==> src/rtl/video_route_pkg.sv <==
// Shared types for the video route scheduler: source encoding, routing
// configuration bundle, FSM state encodings and small routing helpers.
package video_route_pkg;

    typedef logic [2:0] route_src_t;

    // Source encoding. The stage index used by the loop walk reuses these
    // codes: index 0 denotes the output sink, 1..4 the effect stages.
    localparam route_src_t SRC_BASE          = 3'd0;
    localparam route_src_t SRC_CRUSH         = 3'd1;
    localparam route_src_t SRC_DISTORTION    = 3'd2;
    localparam route_src_t SRC_FILTER        = 3'd3;
    localparam route_src_t SRC_REVERB        = 3'd4;
    localparam route_src_t SRC_FIRST_INVALID = 3'd5;

    // Last sink visited by the walk (reverb) and the hop limit per sink.
    localparam route_src_t LAST_SINK = SRC_REVERB;
    localparam logic [2:0] MAX_STEP  = 3'd4;

    typedef struct packed {
        route_src_t output_src;
        route_src_t crush_src;
        route_src_t distortion_src;
        route_src_t filter_src;
        route_src_t reverb_src;
        route_src_t delay_src;
    } route_cfg_t;

    typedef enum logic [1:0] {
        ST_IDLE,
        ST_SETTLE,
        ST_CHECK,
        ST_FLUSH
    } route_state_t;

    typedef enum logic [1:0] {
        FL_WAIT_MUTE,
        FL_WAIT_APPLY,
        FL_DRAIN
    } flush_phase_t;

    // Select feeding a given stage (index 0 = output sink).
    function automatic route_src_t stage_src(input route_cfg_t cfg, input route_src_t idx);
        route_src_t src;
        case (idx)
            SRC_BASE:       src = cfg.output_src;
            SRC_CRUSH:      src = cfg.crush_src;
            SRC_DISTORTION: src = cfg.distortion_src;
            SRC_FILTER:     src = cfg.filter_src;
            SRC_REVERB:     src = cfg.reverb_src;
            default:        src = SRC_BASE;
        endcase
        return src;
    endfunction

    // Force the select feeding a stage back to the base source.
    function automatic route_cfg_t clear_stage(input route_cfg_t cfg, input route_src_t idx);
        route_cfg_t res;
        res = cfg;
        case (idx)
            SRC_BASE:       res.output_src     = SRC_BASE;
            SRC_CRUSH:      res.crush_src      = SRC_BASE;
            SRC_DISTORTION: res.distortion_src = SRC_BASE;
            SRC_FILTER:     res.filter_src     = SRC_BASE;
            SRC_REVERB:     res.reverb_src     = SRC_BASE;
            default:        ;
        endcase
        return res;
    endfunction

    // True when two configurations differ in the delay select alone; such a
    // change cannot create a loop and needs no mute.
    function automatic logic only_delay_differs(input route_cfg_t a, input route_cfg_t b);
        return (a.output_src     == b.output_src)     &&
               (a.crush_src      == b.crush_src)      &&
               (a.distortion_src == b.distortion_src) &&
               (a.filter_src     == b.filter_src)     &&
               (a.reverb_src     == b.reverb_src)     &&
               (a.delay_src      != b.delay_src);
    endfunction

endpackage

==> src/rtl/route_loop_checker.sv <==
// Serial routing-graph walker. For every sink (output, crush, distortion,
// filter, reverb) it follows source selects until it reaches the base source,
// failing on an invalid code or a chain longer than four hops (a loop).
// Build option VIDEO_ROUTE_AUTO_REPAIR_EN: instead of failing, the select that
// led to the fault is cleared to base and the walk restarts, up to four times.
module route_loop_checker
    import video_route_pkg::*;
(
    input  logic       clk_pixel,
    input  logic       rst,
    input  logic       start,
    input  route_cfg_t cfg,
    output logic       done,
    output logic       ok
`ifdef VIDEO_ROUTE_AUTO_REPAIR_EN
    ,
    output route_cfg_t cfg_fixed
`endif
);

    logic       busy_reg,  busy_next;
    route_src_t sink_reg,  sink_next;
    route_src_t cur_reg,   cur_next;
    route_src_t last_reg,  last_next;   // stage whose select produced cur
    logic [2:0] step_reg,  step_next;
    route_cfg_t cfg_reg,   cfg_next;
    logic       done_reg,  done_next;
    logic       ok_reg,    ok_next;
`ifdef VIDEO_ROUTE_AUTO_REPAIR_EN
    localparam logic [2:0] MAX_REPAIRS = 3'd4;
    logic [2:0] repair_reg, repair_next;
    route_cfg_t cfg_repaired;
`endif

    logic fault;
    assign fault = (cur_reg >= SRC_FIRST_INVALID) || (step_reg == MAX_STEP);

`ifdef VIDEO_ROUTE_AUTO_REPAIR_EN
    assign cfg_repaired = clear_stage(cfg_reg, last_reg);
`endif

    // Walk registers; everything returns to idle on reset.
    always_ff @(posedge clk_pixel) begin
        if (rst) begin
            busy_reg   <= 1'b0;
            sink_reg   <= SRC_BASE;
            cur_reg    <= SRC_BASE;
            last_reg   <= SRC_BASE;
            step_reg   <= '0;
            cfg_reg    <= '0;
            done_reg   <= 1'b0;
            ok_reg     <= 1'b0;
`ifdef VIDEO_ROUTE_AUTO_REPAIR_EN
            repair_reg <= '0;
`endif
        end else begin
            busy_reg   <= busy_next;
            sink_reg   <= sink_next;
            cur_reg    <= cur_next;
            last_reg   <= last_next;
            step_reg   <= step_next;
            cfg_reg    <= cfg_next;
            done_reg   <= done_next;
            ok_reg     <= ok_next;
`ifdef VIDEO_ROUTE_AUTO_REPAIR_EN
            repair_reg <= repair_next;
`endif
        end
    end

    // One hop per cycle; start always wins so an aborted walk is discarded.
    always_comb begin
        busy_next = busy_reg;
        sink_next = sink_reg;
        cur_next  = cur_reg;
        last_next = last_reg;
        step_next = step_reg;
        cfg_next  = cfg_reg;
        done_next = 1'b0;
        ok_next   = ok_reg;
`ifdef VIDEO_ROUTE_AUTO_REPAIR_EN
        repair_next = repair_reg;
`endif
        if (start) begin
            cfg_next  = cfg;
            sink_next = SRC_BASE;
            cur_next  = cfg.output_src;
            last_next = SRC_BASE;
            step_next = '0;
            busy_next = 1'b1;
            ok_next   = 1'b0;
`ifdef VIDEO_ROUTE_AUTO_REPAIR_EN
            repair_next = '0;
`endif
        end else if (busy_reg) begin
            if (cur_reg == SRC_BASE) begin
                if (sink_reg == LAST_SINK) begin
                    done_next = 1'b1;
                    ok_next   = 1'b1;
                    busy_next = 1'b0;
                end else begin
                    sink_next = sink_reg + 3'd1;
                    cur_next  = stage_src(cfg_reg, sink_reg + 3'd1);
                    last_next = sink_reg + 3'd1;
                    step_next = '0;
                end
            end else if (fault) begin
`ifdef VIDEO_ROUTE_AUTO_REPAIR_EN
                // Out of repair budget: report failure rather than apply a
                // graph that still cannot be proven loop-free.
                if (repair_reg == MAX_REPAIRS) begin
                    done_next = 1'b1;
                    ok_next   = 1'b0;
                    busy_next = 1'b0;
                end else begin
                    cfg_next    = cfg_repaired;
                    repair_next = repair_reg + 3'd1;
                    sink_next   = SRC_BASE;
                    cur_next    = cfg_repaired.output_src;
                    last_next   = SRC_BASE;
                    step_next   = '0;
                end
`else
                done_next = 1'b1;
                ok_next   = 1'b0;
                busy_next = 1'b0;
`endif
            end else begin
                cur_next  = stage_src(cfg_reg, cur_reg);
                last_next = cur_reg;
                step_next = step_reg + 3'd1;
            end
        end
    end

    assign done = done_reg;
    assign ok   = ok_reg;
`ifdef VIDEO_ROUTE_AUTO_REPAIR_EN
    assign cfg_fixed = cfg_reg;
`endif

endmodule

==> src/rtl/video_route_scheduler.sv <==
// Frame-synchronous routing scheduler. Debounces requested selects over frame
// boundaries, validates the graph with route_loop_checker, mutes video around
// a graph change and swaps the applied selects only on new_frame.
// Build option VIDEO_ROUTE_AUTO_REPAIR_EN: faulty graphs are repaired by the
// checker and applied instead of being rejected.
module video_route_scheduler
    import video_route_pkg::*;
#(
    parameter int STABLE_FRAMES = 1,
    parameter int FLUSH_FRAMES  = 2,
    parameter int SRC_W         = 3   // source encoding is fixed at 3 bits
) (
    input  logic             clk_pixel,
    input  logic             rst,
    input  logic             new_frame,
    input  logic [SRC_W-1:0] req_output_src,
    input  logic [SRC_W-1:0] req_crush_src,
    input  logic [SRC_W-1:0] req_distortion_src,
    input  logic [SRC_W-1:0] req_filter_src,
    input  logic [SRC_W-1:0] req_reverb_src,
    input  logic [SRC_W-1:0] req_delay_src,
    output logic [SRC_W-1:0] app_output_src,
    output logic [SRC_W-1:0] app_crush_src,
    output logic [SRC_W-1:0] app_distortion_src,
    output logic [SRC_W-1:0] app_filter_src,
    output logic [SRC_W-1:0] app_reverb_src,
    output logic [SRC_W-1:0] app_delay_src,
    output logic             video_mute,
    output logic             apply_pulse,
    output logic             cfg_busy,
    output logic             cfg_reject
);

    localparam logic [3:0] STABLE_LAST = 4'(STABLE_FRAMES);
    localparam logic [3:0] FLUSH_LAST  = 4'(FLUSH_FRAMES);

    route_state_t state_reg,      state_next;
    flush_phase_t phase_reg,      phase_next;
    logic         delay_only_reg, delay_only_next;
    route_cfg_t   shadow_reg,     shadow_next;
    route_cfg_t   rej_reg,        rej_next;
    route_cfg_t   app_reg,        app_next;
    logic [3:0]   settle_cnt_reg, settle_cnt_next;
    logic [3:0]   frame_cnt_reg,  frame_cnt_next;
    logic         mute_reg,       mute_next;
    logic         apply_reg,      apply_next;
    logic         reject_reg,     reject_next;
    logic         busy_reg,       busy_next;

    route_cfg_t req_cfg;
    logic       req_eq_app, req_eq_shadow, shadow_eq_app, trigger;
    logic       delay_only_now, settle_hit, flush_hit, settle_fire;
    logic       chk_start, chk_done, chk_ok;
`ifdef VIDEO_ROUTE_AUTO_REPAIR_EN
    route_cfg_t chk_cfg_fixed;
`endif

    assign req_cfg.output_src     = req_output_src;
    assign req_cfg.crush_src      = req_crush_src;
    assign req_cfg.distortion_src = req_distortion_src;
    assign req_cfg.filter_src     = req_filter_src;
    assign req_cfg.reverb_src     = req_reverb_src;
    assign req_cfg.delay_src      = req_delay_src;

    assign req_eq_app     = (req_cfg == app_reg);
    assign req_eq_shadow  = (req_cfg == shadow_reg);
    assign shadow_eq_app  = (shadow_reg == app_reg);
    assign trigger        = !req_eq_app && (req_cfg != rej_reg);
    assign delay_only_now = only_delay_differs(shadow_reg, app_reg);
    assign settle_hit     = ((settle_cnt_reg + 4'd1) == STABLE_LAST);
    assign flush_hit      = ((frame_cnt_reg + 4'd1) == FLUSH_LAST);

    // A frame boundary on which the request has been stable long enough.
    assign settle_fire = (state_reg == ST_SETTLE) && req_eq_shadow && !shadow_eq_app &&
                         new_frame && settle_hit;
    assign chk_start   = settle_fire && !delay_only_now;

    route_loop_checker u_checker (
        .clk_pixel (clk_pixel),
        .rst       (rst),
        .start     (chk_start),
        .cfg       (shadow_reg),
        .done      (chk_done),
        .ok        (chk_ok)
`ifdef VIDEO_ROUTE_AUTO_REPAIR_EN
        ,
        .cfg_fixed (chk_cfg_fixed)
`endif
    );

    // State and output registers; reset restores every output immediately.
    always_ff @(posedge clk_pixel) begin
        if (rst) begin
            state_reg      <= ST_IDLE;
            phase_reg      <= FL_WAIT_MUTE;
            delay_only_reg <= 1'b0;
            shadow_reg     <= '0;
            rej_reg        <= '0;
            app_reg        <= '0;
            settle_cnt_reg <= '0;
            frame_cnt_reg  <= '0;
            mute_reg       <= 1'b0;
            apply_reg      <= 1'b0;
            reject_reg     <= 1'b0;
            busy_reg       <= 1'b0;
        end else begin
            state_reg      <= state_next;
            phase_reg      <= phase_next;
            delay_only_reg <= delay_only_next;
            shadow_reg     <= shadow_next;
            rej_reg        <= rej_next;
            app_reg        <= app_next;
            settle_cnt_reg <= settle_cnt_next;
            frame_cnt_reg  <= frame_cnt_next;
            mute_reg       <= mute_next;
            apply_reg      <= apply_next;
            reject_reg     <= reject_next;
            busy_reg       <= busy_next;
        end
    end

    // Next-state selection.
    always_comb begin
        state_next = state_reg;
        case (state_reg)
            ST_IDLE: begin
                if (trigger) state_next = ST_SETTLE;
            end
            ST_SETTLE: begin
                if (req_eq_shadow && shadow_eq_app) state_next = ST_IDLE;
                else if (settle_fire)               state_next = delay_only_now ? ST_FLUSH : ST_CHECK;
            end
            ST_CHECK: begin
                if (!req_eq_shadow) state_next = ST_SETTLE;
                else if (chk_done)  state_next = chk_ok ? ST_FLUSH : ST_IDLE;
            end
            ST_FLUSH: begin
                if (new_frame && (delay_only_reg || ((phase_reg == FL_DRAIN) && flush_hit)))
                    state_next = ST_IDLE;
            end
            default: state_next = ST_IDLE;
        endcase
    end

    // Datapath and output updates for the current state.
    always_comb begin
        phase_next      = phase_reg;
        delay_only_next = delay_only_reg;
        shadow_next     = shadow_reg;
        rej_next        = rej_reg;
        app_next        = app_reg;
        settle_cnt_next = settle_cnt_reg;
        frame_cnt_next  = frame_cnt_reg;
        mute_next       = mute_reg;
        apply_next      = 1'b0;
        reject_next     = reject_reg;
        busy_next       = (state_next != ST_IDLE);
        case (state_reg)
            ST_IDLE: begin
                if (req_eq_app) reject_next = 1'b0;
                if (trigger) begin
                    shadow_next     = req_cfg;
                    settle_cnt_next = '0;
                end
            end
            ST_SETTLE: begin
                if (!req_eq_shadow) begin
                    shadow_next     = req_cfg;
                    settle_cnt_next = '0;
                end else if (!shadow_eq_app && new_frame) begin
                    settle_cnt_next = settle_cnt_reg + 4'd1;
                    if (settle_hit) begin
                        phase_next      = FL_WAIT_MUTE;
                        delay_only_next = delay_only_now;
                    end
                end
            end
            ST_CHECK: begin
                if (!req_eq_shadow) begin
                    shadow_next     = req_cfg;
                    settle_cnt_next = '0;
                end else if (chk_done) begin
                    if (chk_ok) begin
                        phase_next      = FL_WAIT_MUTE;
                        delay_only_next = 1'b0;
`ifdef VIDEO_ROUTE_AUTO_REPAIR_EN
                        // Apply the repaired graph; remember the original
                        // request so holding it does not retrigger.
                        shadow_next = chk_cfg_fixed;
                        if (chk_cfg_fixed != shadow_reg) rej_next = shadow_reg;
`endif
                    end else begin
                        reject_next = 1'b1;
                        rej_next    = shadow_reg;
                    end
                end
            end
            ST_FLUSH: begin
                if (new_frame) begin
                    if (delay_only_reg) begin
                        app_next    = shadow_reg;
                        apply_next  = 1'b1;
                        reject_next = 1'b0;
                    end else begin
                        case (phase_reg)
                            FL_WAIT_MUTE: begin
                                mute_next  = 1'b1;
                                phase_next = FL_WAIT_APPLY;
                            end
                            FL_WAIT_APPLY: begin
                                app_next       = shadow_reg;
                                apply_next     = 1'b1;
                                reject_next    = 1'b0;
                                frame_cnt_next = '0;
                                phase_next     = FL_DRAIN;
                            end
                            FL_DRAIN: begin
                                frame_cnt_next = frame_cnt_reg + 4'd1;
                                if (flush_hit) mute_next = 1'b0;
                            end
                            default: phase_next = FL_WAIT_MUTE;
                        endcase
                    end
                end
            end
            default: ;
        endcase
    end

    assign app_output_src     = app_reg.output_src;
    assign app_crush_src      = app_reg.crush_src;
    assign app_distortion_src = app_reg.distortion_src;
    assign app_filter_src     = app_reg.filter_src;
    assign app_reverb_src     = app_reg.reverb_src;
    assign app_delay_src      = app_reg.delay_src;
    assign video_mute         = mute_reg;
    assign apply_pulse        = apply_reg;
    assign cfg_busy           = busy_reg;
    assign cfg_reject         = reject_reg;

endmodule

==> config.mk <==
export PLATFORM = sky130hd
export DESIGN_NAME = video_route_scheduler
export DESIGN_NICKNAME = d
export VERILOG_FILES = /design/src/rtl/video_route_pkg.sv /design/src/rtl/route_loop_checker.sv /design/src/rtl/video_route_scheduler.sv
export SDC_FILE = /design/constraint.sdc
export NUM_CORES = 1
export LEC_CHECK = 0
export ABC_AREA = 1
export CAP_MARGIN = 15
export CORE_ASPECT_RATIO = 0.5
export CORE_MARGIN = 4
export CORE_UTILIZATION = 25
export CTS_CLUSTER_DIAMETER = 150
export CTS_CLUSTER_SIZE = 30
export DETAILED_ROUTE_END_ITERATION = 10
export GPL_TIMING_DRIVEN = 0
export REMOVE_ABC_BUFFERS = 1
export SYNTH_ARGS = -nofsm -noshare
export SYNTH_HDL_FRONTEND = slang
export SYNTH_SLANG_ARGS = --single-unit
==> constraint.sdc <==
create_clock -name clk_pixel -period 4 [get_ports clk_pixel]
set_input_delay 0.4 -clock clk_pixel [delete_from_list [all_inputs] [get_ports clk_pixel]]
set_output_delay 0.4 -clock clk_pixel [all_outputs]
set_load 0.02 [all_outputs]
## Word-level counts from Yosys, hierarchy flattened

Cells that the tools add are included.

- Add/sub/neg operators: 4
- $lt $le $gt $ge: 1
- Equality and inequality tests: 49
- Mux-type cells: 70
- Bitwise logic cells: 6
- Reduce and logical (&&, ||, !) cells: 52

Operators with widths:

| operator | count |
|---|---|
| $mux 18 | 4 |
| $eq 18x18->1 | 3 |
| $pmux 18 s2 | 1 |
| $mux 2 | 15 |
| $ne 2x2->1 const B | 15 |
| $mux 1 | 28 |
| $mux 3 | 8 |
| $ne 18x18->1 | 1 |
| $reduce_and 3->1 | 6 |
| $mux 4 | 4 |
| $reduce_bool 2->1 | 8 |
| $eq 3x3->1 | 5 |
| $logic_and 1x1->1 | 15 |
| $pmux 3 s5 | 1 |
| $reduce_and 7->1 | 2 |
| $eq 3x2->1 const B | 4 |
| $eq 3x3->1 const B | 4 |
| $pmux 2 s3 | 2 |
| $pmux 3 s4 | 1 |
| $pmux 4 s3 | 1 |
| $reduce_and 4->1 | 3 |
| $reduce_and 10->1 | 1 |
| $reduce_bool 3->1 | 3 |
| $add 4x1->4 const B | 2 |
| 23 further kinds | 45 |

- Flip-flop bits (word level): 98
- Output and inout bits: 22
- Word-level logic and storage cells: 220

## Logic depth before layout (Yosys ltp)

Gate-level depths: netlist of run 1.

- Depth in word-level cells: 11
- Depth in mapped cells: 15
- Mapped depth without buffers: 15

## Hierarchy

From an unflattened synthesis of run 1, not the netlist that was laid out.

- Cells, all modules: 822
- Area total of the unflattened synthesis: 5,584.1 µm²

By module, submodules not included:

| module | instances | cells each | area an instance (µm²) | sequential area each (µm²) |
|---|---|---|---|---|
| video_route_scheduler | 1 | 624 | 4,164.0 | 1,421.4 |
| route_loop_checker | 1 | 198 | 1,420.1 | 540.5 |

## Worst setup path before layout of run 1

Ideal clock, no wire load.

- Path type: register -> register
- Start: register u_checker.sink_reg[0]
- End: register u_checker.cur_reg[0]
- Setup time: 0.063 ns
- Data arrival time: 1.722 ns
- Required time: 3.937 ns
- Slack: 2.216 ns
- Cell stages (with the launch flop): 10
- Path buffers: 1
- Clock period less this slack: 1.784 ns
- Cells stage by stage: dfxtp_1 ha_1 ha_1 clkbuf_1 o21ai_0 o211ai_1 nand2_1 o21ai_0 nand4_1 nand3_1

- Word-level cells in the longest chain between the ends: 7

Ends and longest elaborated chain:

| element | RTL line | source |
|---|---|---|
| start: declaration | route_loop_checker.sv:22 | `route_src_t sink_reg, sink_next;` |
| start signal: assignment | route_loop_checker.sv:58 | `sink_reg <= sink_next;` |
| $add 3x1->3 | route_loop_checker.sv:103 | `cur_next = stage_src(cfg_reg, sink_reg + 3'd1);` |
| $eq 3x3->1, or another cell as far along | video_route_pkg.sv:45 | `case (idx)` |
| $pmux 3 s5 | video_route_pkg.sv:45 |  |
| $mux 3 | route_loop_checker.sv:97 | `if (sink_reg == LAST_SINK) begin` |
| $mux 3 | route_loop_checker.sv:96 | `if (cur_reg == SRC_BASE) begin` |
| $mux 3 | route_loop_checker.sv:95 | `end else if (busy_reg) begin` |
| $mux 3 | route_loop_checker.sv:84 | `if (start) begin` |
| end signal: assignment | route_loop_checker.sv:59 | `cur_reg <= cur_next;` |
| end: declaration | route_loop_checker.sv:23 | `route_src_t cur_reg, cur_next;` |

Several ways; a longest one is shown, not always the timed one. The select of a mux whose other input is x is not followed.
A chain may end at the register's enable or synchronous reset.

## Worst setup path in the final report of run 1

- Start: input port req_reverb_src[2]
- End: register settle_cnt_reg[1]

- Word-level cells in the longest chain between the ends: 5

Ends and longest elaborated chain:

| element | RTL line | source |
|---|---|---|
| start: declaration | video_route_scheduler.sv:20 | `input logic [SRC_W-1:0] req_reverb_src,` |
| $eq 18x18->1 | video_route_scheduler.sv:65 | `assign req_eq_app = (req_cfg == app_reg);` |
| $logic_not 1->1 | video_route_scheduler.sv:68 | `assign trigger = !req_eq_app && (req_cfg != rej_reg);` |
| $logic_and 1x1->1 | video_route_scheduler.sv:68 |  |
| $ne 2x2->1 (no line) | -- |  |
| $reduce_and 4->1 (no line) | -- |  |
| end signal: assignment | video_route_scheduler.sv:113 | `settle_cnt_reg <= settle_cnt_next;` |
| end: declaration | video_route_scheduler.sv:43 | `logic [3:0] settle_cnt_reg, settle_cnt_next;` |

Several ways; a longest one is shown, not always the timed one.

==> run_results.csv, run 1 <==
group,metric,value,unit
min_path,min-delay-start,"cfg_reject",
detailed_routing,first_iter_violations,401,
setup_path,reg2reg_depth,10,
cells_and_area,fin_cells,1170,
timing,period_needed,2.76,ns
global_route,use_met2,20.2,%
setup_path,rr_startpoint,"shadow_reg[8]",
timing,skew,0.0100,ns
setup_path,path_class,"in -> reg",
die,io_pins,43,
global_route,grt_pass1_wl,25.0,mm
synthesis,ys_warn_count,0,
clock_network,cts_sinks,98,
clock_network,numCtsBuffers,9,
die,fp.dieH,114,um
timing,finalCritPeriodShare,69.0,%
detailed_routing,drt-vias-per-instance,4.51,
cells_and_area,final_cell_mix,"198 x nand2_1, 126 x nor2_1, 98 x dfxtp_1",
clock_network,h-tree-depth,3,
flow_run,maxCapViolCount,0,
clock_network,post_cts_resized,0,
global_route,grt_use_total,12.4,%
cells_and_area,final_common_cell,"nand2_1",
power,p_leak,2.66,nW
place,portBuffers,42,
setup_path,cp-end-kind,"flip-flop",
detailed_routing,ant_nets,0,
timing,fmax,362,MHz
clock_network,clk_pin_slew,0.07,ns
min_path,hp-class,"reg -> reg",
clock_network,cts_hold_buf,0,
run_status,status,"complete, no violations",
synthesis,synth_cell_type_count,37,
global_route,grt_max_degree,48,
setup_path,path_max_fanout,14,
min_path,holdPathEnd,"cfg_reject",
cells_and_area,areaGrowthSynthToFinish,17.7,%
timing,rsz0062_at_grt,"no",
setup_path,crit_top_cell,"nor2_1",
cells_and_area,insertedDiodeCount,0,
synthesis,ys_seq_elements,98,
die,core,21800,um^2
synthesis,syn_inst,835,
cells_and_area,fillCellCount,2331,
detailed_routing,num_vias,5276,
global_route,first_global_vias,4981,
timing,setup-tns-final,0,ns
global_route,gr-usage-met3,2.71,%
synthesis,seq_area_frac_synth,35.1,%
timing,drv_slew,0,
setup_path,reg2reg_slack,1.42,ns
detailed_routing,drcViolationCount,0,
timing,relSlewSlack,42.0,%
clock_network,cts-root-buf,"clkbuf_16",
die,initial_core_util,25.6,%
place,gp_congestion,0.916,
synthesis,synthesis.area,5590,um^2
clock_network,cts_tree,"done",
setup_path,worstPathCellList,"clkdlybuf4s50_1 > inv_1 > nand2_1 > nand2_1 > nor2_1 > nand2_1 > nor2_2 > nand3_4 > nor2_2 > nor2_1 > and3_4 > nor2_1 > nor2_1",
global_route,top_usage_layer,"met2",
cells_and_area,drive_above_1_share,4.02,%
setup_path,rr_endpoint,"settle_cnt_reg[1]",
setup_path,crit_path_start_kind,"primary input",
power,ir_drop,0.181,mV
timing,setup_viol,0,
detailed_routing,drtPass1Iterations,5,
clock_network,post_cts_buffers,0,
setup_path,path_buf_inv,2,
synthesis,synth.avg_cell_area,6.70,um^2
place,dp.cells,1153,
clock_network,clk_latency,0.36,ns
power,power_density,342,nW/um^2
setup_path,cp_slowest_cell,"nor2_2",
global_route,use_met1,16.4,%
setup_path,cp_top_family,"simple AND/OR/NAND/NOR gates",
setup_path,worstPathRequired,4.26,ns
timing,finalHoldViolations,0,
die,num_rows,38,
die,die_x,220,um
place,dp_hpwl,10.9,mm
clock_network,clk_path_buf_depth,2,
global_route,overflow,0,
cells_and_area,finalNetCount,907,
die,die_area,25000,um^2
timing,worst_pin_slew,0.867,ns
setup_path,cp.arrival,3.02,ns
global_route,antenna_found_initial,0,
detailed_routing,routedWlPerCell,12.7,um
setup_path,cpPeakStageDelay,0.63,ns
min_path,whs_path_depth,2,
detailed_routing,wl,14.9,mm
## Yosys cell counts (all sizes together)
cell	number	area share, %
xor2	23	3.6
and3	1	0.20
a211oi	1	0.13
a21oi	74	6.7
ha	21	4.7
nor2	133	9.4
nand3	39	4.0
buf	9	0.98
o21ai	66	5.9
clkbuf	16	1.1
dfxtp	98	35
xnor2	17	2.7
a221oi	3	0.47
o2111ai	4	0.63
nand4	26	2.9
inv	88	5.9
nand2	201	14
or2	3	0.34
nor3	5	0.45
o211ai	2	0.27
a31oi	2	0.22
nand3b	2	0.49
a2bb2oi	1	0.16
## worst reg2reg max path, stage by stage, from the launching register on
cell     delay, ns
dfxtp_1       0.43
inv_1         0.11
nand2_1       0.08
nand4_1       0.16
nor2_1        0.28
nand3_4       0.16
nor2_2        0.63
nor2_1        0.23
and3_4        0.26
nor2_1        0.09
nor2_1        0.05
## through the flow
stage | power [mW] | utilization [%] | area, um^2 | hold slack [ns] | setup slack [ns]
floorplan | 1.31 | - | 5480 | 0.419 | 1.83
global placement | 1.43 | 28.7 | 6270 | 0.438 | 0.443
detailed placement | 1.44 | 28.9 | 6300 | 0.438 | 0.901
CTS | 2.28 | 30.1 | 6570 | 0.450 | 1.26
global route | 2.37 | 30.2 | 6580 | 0.472 | 1.03
finish | 2.25 | 30.2 | 6580 | 0.446 | 1.24
## worst max-delay path by stage
| stage | start | endpoint | slack, ns | depth (start not counted) |
|---|---|---|---|---|
| floorplan | state_reg[1] | app_crush_src[0] | 1.83 | 5 |
| global placement | rst | u_checker.cur_reg[1] | 0.44 | 4 |
| detailed placement | req_distortion_src[0] | settle_cnt_reg[3] | 0.90 | 11 |
| CTS | req_reverb_src[2] | settle_cnt_reg[1] | 1.26 | 13 |
| global route | req_reverb_src[2] | settle_cnt_reg[3] | 1.03 | 13 |
| finish | req_reverb_src[2] | settle_cnt_reg[1] | 1.24 | 13 |
## metal layers
metal | part of all wire [%] | wire (um) | vias to the layer above
met4 | 1.2 | 180 | 0
met3 | 3.8 | 565 | 17
li1 | - | - | 2752
met5 | 0 | 0 | -
met2 | 46 | 6810 | 76
met1 | 49 | 7350 | 2431
## layout make-up
cell class / count / area (um^2) / share of cell area, %
flip-flops and latches: 98 / 1960 / 29.8
inverters: 88 / 330 / 5.02
well taps: 300 / 375 / 5.70
clock inverters: 3 / 23.8 / 0.361
multi-input cells: 624 / 3190 / 48.5
repair buffers: 44 / 448 / 6.81
clock buffers: 13 / 250 / 3.80
## power by group
part	switching, mW	total, mW	internal [mW]
clock network	0.388	0.830	0.442
logic	0.230	0.368	0.138
registers	0.0411	1.05	1.01
total	0.659	2.25	1.59
## cells by family after synthesis
| family | Yosys count | share of synthesized area (%) |
|---|---|---|
| AO/OA/AOI/OAI | 153 | 14.5 |
| XOR/XNOR | 40 | 6.27 |
| AND/OR/NAND/NOR | 410 | 31.5 |
| flip-flops | 98 | 35.1 |
| adder cells (fa/ha/maj) | 21 | 4.70 |
| buffers and inverters | 113 | 7.97 |
No activity file was read; power rests on OpenSTA's default activity.
==> inputs of run 2 (changes only) <==
==> constraint.sdc (replaced) <==
create_clock -name clk_pixel -period 2.6 [get_ports clk_pixel]
set_input_delay 0.26 -clock clk_pixel [delete_from_list [all_inputs] [get_ports clk_pixel]]
set_output_delay 0.26 -clock clk_pixel [all_outputs]
set_load 0.02 [all_outputs]
==> run 2 against run 1 <==
Against the previous run: sequential power up 53%; clock power rose by 54%; sequential cell count stayed put; via count rose by 0.40%; final cell count barely moved.
==> run_results.csv, run 2 (same netlist as run 1, synthesis figures left out) <==
group,metric,value,unit
run_status,status,"complete, no violations",
timing,drv_slew,0,
clock_network,h-tree-depth,3,
detailed_routing,wl,15.4,mm
cells_and_area,areaGrowthSynthToFinish,18.2,%
place,dp_hpwl,10.9,mm
global_route,first_global_vias,4981,
cells_and_area,fillCellCount,2329,
global_route,grt_use_total,12.4,%
flow_run,maxCapViolCount,0,
clock_network,cts_tree,"done",
global_route,grt_pass1_wl,25.0,mm
detailed_routing,routedWlPerCell,13.2,um
power,ir_drop,0.276,mV
cells_and_area,final_common_cell,"nand2_1",
detailed_routing,first_iter_violations,342,
detailed_routing,ant_nets,0,
clock_network,clk_latency,0.36,ns
die,die_x,220,um
setup_path,path_class,"in -> reg",
place,portBuffers,42,
timing,finalCritPeriodShare,92.1,%
cells_and_area,insertedDiodeCount,0,
power,p_leak,2.68,nW
setup_path,crit_path_start_kind,"primary input",
timing,worst_pin_slew,0.885,ns
cells_and_area,final_cell_mix,"198 x nand2_1, 126 x nor2_1, 98 x dfxtp_1",
timing,setup_slack,0.206,ns
die,fp.dieH,114,um
place,dp_slack,-0.359,ns
timing,skew,0.0103,ns
setup_path,cp-end-kind,"flip-flop",
detailed_routing,drtPass1Iterations,5,
detailed_routing,num_vias,5297,
clock_network,cts_sinks,98,
die,io_pins,43,
die,core,21800,um^2
timing,period_needed,2.39,ns
detailed_routing,drcViolationCount,0,
cells_and_area,finalNetCount,908,
timing,setup_viol,0,
min_path,min-delay-start,"cfg_reject",
global_route,grt_max_degree,48,
die,initial_core_util,25.6,%
setup_path,path_max_fanout,24,
place,gp_congestion,0.916,
timing,fmax,418,MHz
die,die_area,25000,um^2
clock_network,clk_path_buf_depth,2,
clock_network,clk_pin_slew,0.07,ns
detailed_routing,drt-vias-per-instance,4.52,
timing,finalHoldViolations,0,
clock_network,numCtsBuffers,9,
timing,setup-tns-final,0,ns
global_route,overflow,0,
setup_path,rr_startpoint,"shadow_reg[8]",
setup_path,worstPathRequired,2.82,ns
clock_network,cts-root-buf,"clkbuf_16",
setup_path,cp.arrival,2.62,ns
setup_path,reg2reg_slack,0.26,ns
power,power_density,525,nW/um^2
timing,relSlewSlack,40.9,%
timing,rsz0062_at_grt,"no",
cells_and_area,drive_above_1_share,4.25,%
min_path,hp-class,"reg -> reg",
clock_network,post_cts_buffers,0,
global_route,antenna_found_initial,0,
setup_path,startpoint,"req_reverb_src[2]",
die,num_rows,38,
-- run 2: cell types whose count changed in the layout (fill, tap and decap cells not counted) --
cell	change
nand3_1	-1
nand3_2	+1
nand3b_4	+1
nor2_2	-1
nor2_4	+1
-- run 2: power breakdown --
part	total (mW)	leakage (nW)	switching [mW]	internal [mW]
Sequential	1.61	0.795	0.0635	1.55
Clock	1.28	0.126	0.598	0.681
Combinational	0.576	1.76	0.361	0.215
-- run 2: repair_timing --
action                                  4_1_cts  5_1_grt
endpoints found under the setup margin        1       24
gates resized for setup                       1        2
gates cloned                                  0        1
pin swaps                                     0        2
hold endpoints to repair                      0        0
hold buffers                                  0        0
-- run 2: area by class of cell --
class                      instances  area (um^2)  share of cell area (%)
clock buffer                      13          250                    3.79
sequential                        98         1960                    29.7
clock inverter                     3         23.8                   0.360
tap                              300          375                    5.68
inverter                          88          330                    5.00
multi-input combinational        625         3220                    48.7
timing repair buffer              44          448                    6.78
-- run 2: metal layers --
| layer | GRT usage [%] | routed length (um) | vias to the layer above |
|---|---|---|---|
| met2 | 20.2 | 7030 | 78 |
| met1 | 16.4 | 7560 | 2442 |
| met3 | 2.71 | 649 | 16 |
| met5 | 0 | 0 | - |
| met4 | 3.79 | 176 | 0 |
| li1 | - | - | 2761 |
-- run 2: worst max-delay path, cell delays in order --
cell             delay, ns
clkdlybuf4s50_1       0.59
inv_1                 0.10
nand2_1               0.07
nand2_1               0.05
nor2_1                0.12
nand2_1               0.08
nor2_2                0.19
nand3_4               0.16
inv_2                 0.11
nand3_2               0.45
o21ai_0               0.36
a21oi_1               0.06
-- run 2: worst paths after layout --
check / cells after the start / end
min: 2 / cfg_reject
max: 12 / rej_reg[10]
min reg2reg: 2 / cfg_reject
max reg2reg: 9 / rej_reg[10]
-- run 2: through the flow --
stage               instance area, um^2  total power [mW]  cells  hold slack [ns]  util (%)
finish                             6610              3.47   1171            0.447      30.3
floorplan                          5480              2.02    810            0.329         -
global route                       6610              3.65   1171            0.472      30.3
CTS                                6580              3.50   1169            0.450      30.1
global placement                   6270              2.20   1152            0.438      28.7
detailed placement                 6300              2.21   1153            0.438      28.9
==> inputs of run 3 (changes only) <==
--- a/config.mk
+++ b/config.mk
@@ -7,7 +7,6 @@
 export LEC_CHECK = 0
 export ABC_AREA = 1
 export CAP_MARGIN = 15
-export CORE_ASPECT_RATIO = 0.5
 export CORE_MARGIN = 4
 export CORE_UTILIZATION = 25
 export CTS_CLUSTER_DIAMETER = 150
==> run 3 against run 2 <==
Against the previous run: combinational power increased by 1%; global-route usage decreased by 0.064 points; highest routed layer unchanged; sequential cell count stayed put; final cell count decreased by 1.7%; clock-buffer cell count shrank 3; power rose by 6.3%; largest power group unchanged; final area increased by 0.72%; wire length increased by 0.42%.
==> run_results.csv, run 3 (same netlist as run 1, synthesis figures left out) <==
group,metric,value,unit
detailed_routing,routedWlPerCell,13.4,um
setup_path,reg2reg_depth,10,
clock_network,h-tree-depth,3,
timing,relSlewSlack,40.3,%
global_route,first_global_vias,4830,
power,power_density,554,nW/um^2
timing,setup_viol,0,
timing,skew,0.0114,ns
timing,period_needed,2.35,ns
global_route,overflow,0,
die,fp.dieH,158,um
min_path,hp-class,"reg -> reg",
die,initial_core_util,25.5,%
power,p_comb_share,15.8,%
setup_path,rr_startpoint,"shadow_reg[9]",
timing,finalHoldViolations,0,
detailed_routing,drcViolationCount,0,
global_route,grt_pass1_wl,24.8,mm
cells_and_area,finalNetCount,908,
power,p_int,2.62,mW
detailed_routing,num_vias,5289,
cells_and_area,fin_cells,1151,
detailed_routing,wl,15.5,mm
place,dp.cells,1133,
cells_and_area,fin_util,30.4,%
place,dp_hpwl,10.6,mm
timing,fin_hold_ws,0.446,ns
min_path,min-delay-start,"video_mute",
clock_network,numCtsBuffers,9,
cells_and_area,insertedDiodeCount,0,
min_path,whs_path_depth,2,
global_route,grt_use_total,12.3,%
global_route,grt_max_degree,51,
cells_and_area,areaGrowthSynthToFinish,19.1,%
clock_network,clk_latency,0.36,ns
flow_run,maxCapViolCount,0,
power,switchingPower,1.07,mW
detailed_routing,drtPass1Iterations,5,
cells_and_area,final_cell_mix,"198 x nand2_1, 126 x nor2_1, 98 x dfxtp_1",
setup_path,rr_endpoint,"settle_cnt_reg[1]",
cells_and_area,drive_above_1_share,4.48,%
power,swShare,28.9,%
power,ir_drop,0.315,mV
setup_path,worstPathRequired,2.85,ns
die,core,21900,um^2
setup_path,path_max_fanout,14,
die,io_pins,43,
timing,fmax,426,MHz
global_route,antenna_found_initial,0,
setup_path,cp.arrival,2.60,ns
clock_network,cts_tree,"done",
power,p_clk_share,40.5,%
timing,rsz0062_at_grt,"no",
timing,finalCritPeriodShare,90.3,%
detailed_routing,drt-vias-per-instance,4.60,
run_status,status,"complete, no violations",
place,placed_area,6270,um^2
clock_network,cts_hold_buf,0,
place,portBuffers,42,
setup_path,cp-end-kind,"flip-flop",
timing,drv_slew,0,
place,gp_congestion,0.818,
setup_path,path_class,"in -> reg",
die,die_x,158,um
clock_network,clk_pin_slew,0.07,ns
power,p_leak,2.71,nW
setup_path,reg2reg_slack,0.29,ns
die,num_rows,54,
cells_and_area,final_common_cell,"nand2_1",
timing,worst_pin_slew,0.896,ns
power,total_power,3.69,mW
clock_network,post_cts_buffers,0,
min_path,holdPathEnd,"video_mute",
detailed_routing,ant_nets,0,
power,power_frac_seq,43.7,%
detailed_routing,first_iter_violations,331,
setup_path,crit_path_start_kind,"primary input",
die,die_area,24800,um^2
clock_network,clk_path_buf_depth,2,
clock_network,cts_sinks,98,
cells_and_area,final_cell_area,6660,um^2
clock_network,cts-root-buf,"clkbuf_16",
[run 3: per-layer routing]
| metal | track usage, % | share of wire, % | up-vias |
|---|---|---|---|
| li1 | - | - | 2757 |
| met5 | 0 | 0 | - |
| met2 | 19.8 | 46 | 105 |
| met1 | 16.4 | 47 | 2406 |
| met3 | 3.08 | 4.7 | 21 |
| met4 | 3.52 | 2.2 | 0 |
[run 3: layout make-up]
class | count | area [um^2]
Tap cell | 280 | 350
Sequential cell | 98 | 1960
Inverter | 88 | 330
Clock inverter | 6 | 96.3
Multi-Input combinational cell | 625 | 3240
Fill cell | 2471 | 15200
Timing Repair Buffer | 44 | 452
Clock buffer | 10 | 229
[run 3: what timing repair did]
item / CTS / global route
endpoints found under the setup margin: 4 / 34
pin swaps: 0 / 1
resized for setup: 1 / 5
gates cloned: 0 / 1
[run 3: worst max path at each step]
| stage | slack [ns] | endpoint | from |
|---|---|---|---|
| 2_1_floorplan | 0.43 | app_crush_src[0] | state_reg[1] |
| 3_3_place_gp | -0.83 | u_checker.step_reg[0] | rst |
| 3_5_place_dp | -0.38 | settle_cnt_reg[0] | req_distortion_src[0] |
| 4_1_cts | 0.08 | u_checker.step_reg[0] | shadow_reg[11] |
| 5_1_grt | 0.05 | app_output_src[0] | state_reg[1] |
| 6_report | 0.25 | settle_cnt_reg[1] | req_distortion_src[0] |
[run 3: metrics by stage]
stage                     worst slack [ns]  TNS (ns)
after floorplan                      0.434         0
after global placement              -0.835    -59.33
after detailed placement            -0.379     -5.73
after CTS                           0.0792         0
after global routing                0.0453         0
final                                0.251         0
[run 3: power by group through the flow]
stage	Combinational (mW)	Sequential, mW	Clock (mW)
finish	0.584	1.61	1.49
global route	0.672	1.62	1.59
CTS	0.573	1.61	1.53
detailed placement	0.567	1.65	0
global placement	0.559	1.65	0
floorplan	0.384	1.64	0
[run 3: worst max-delay path: stages]
cell	delay, ns
clkdlybuf4s50_1	0.57
inv_1	0.10
nand2_1	0.06
nand4_1	0.14
nor2_1	0.30
nand3_4	0.17
nor2_4	0.43
nor2_1	0.19
and3_4	0.23
nor2_1	0.08
nor2_1	0.05
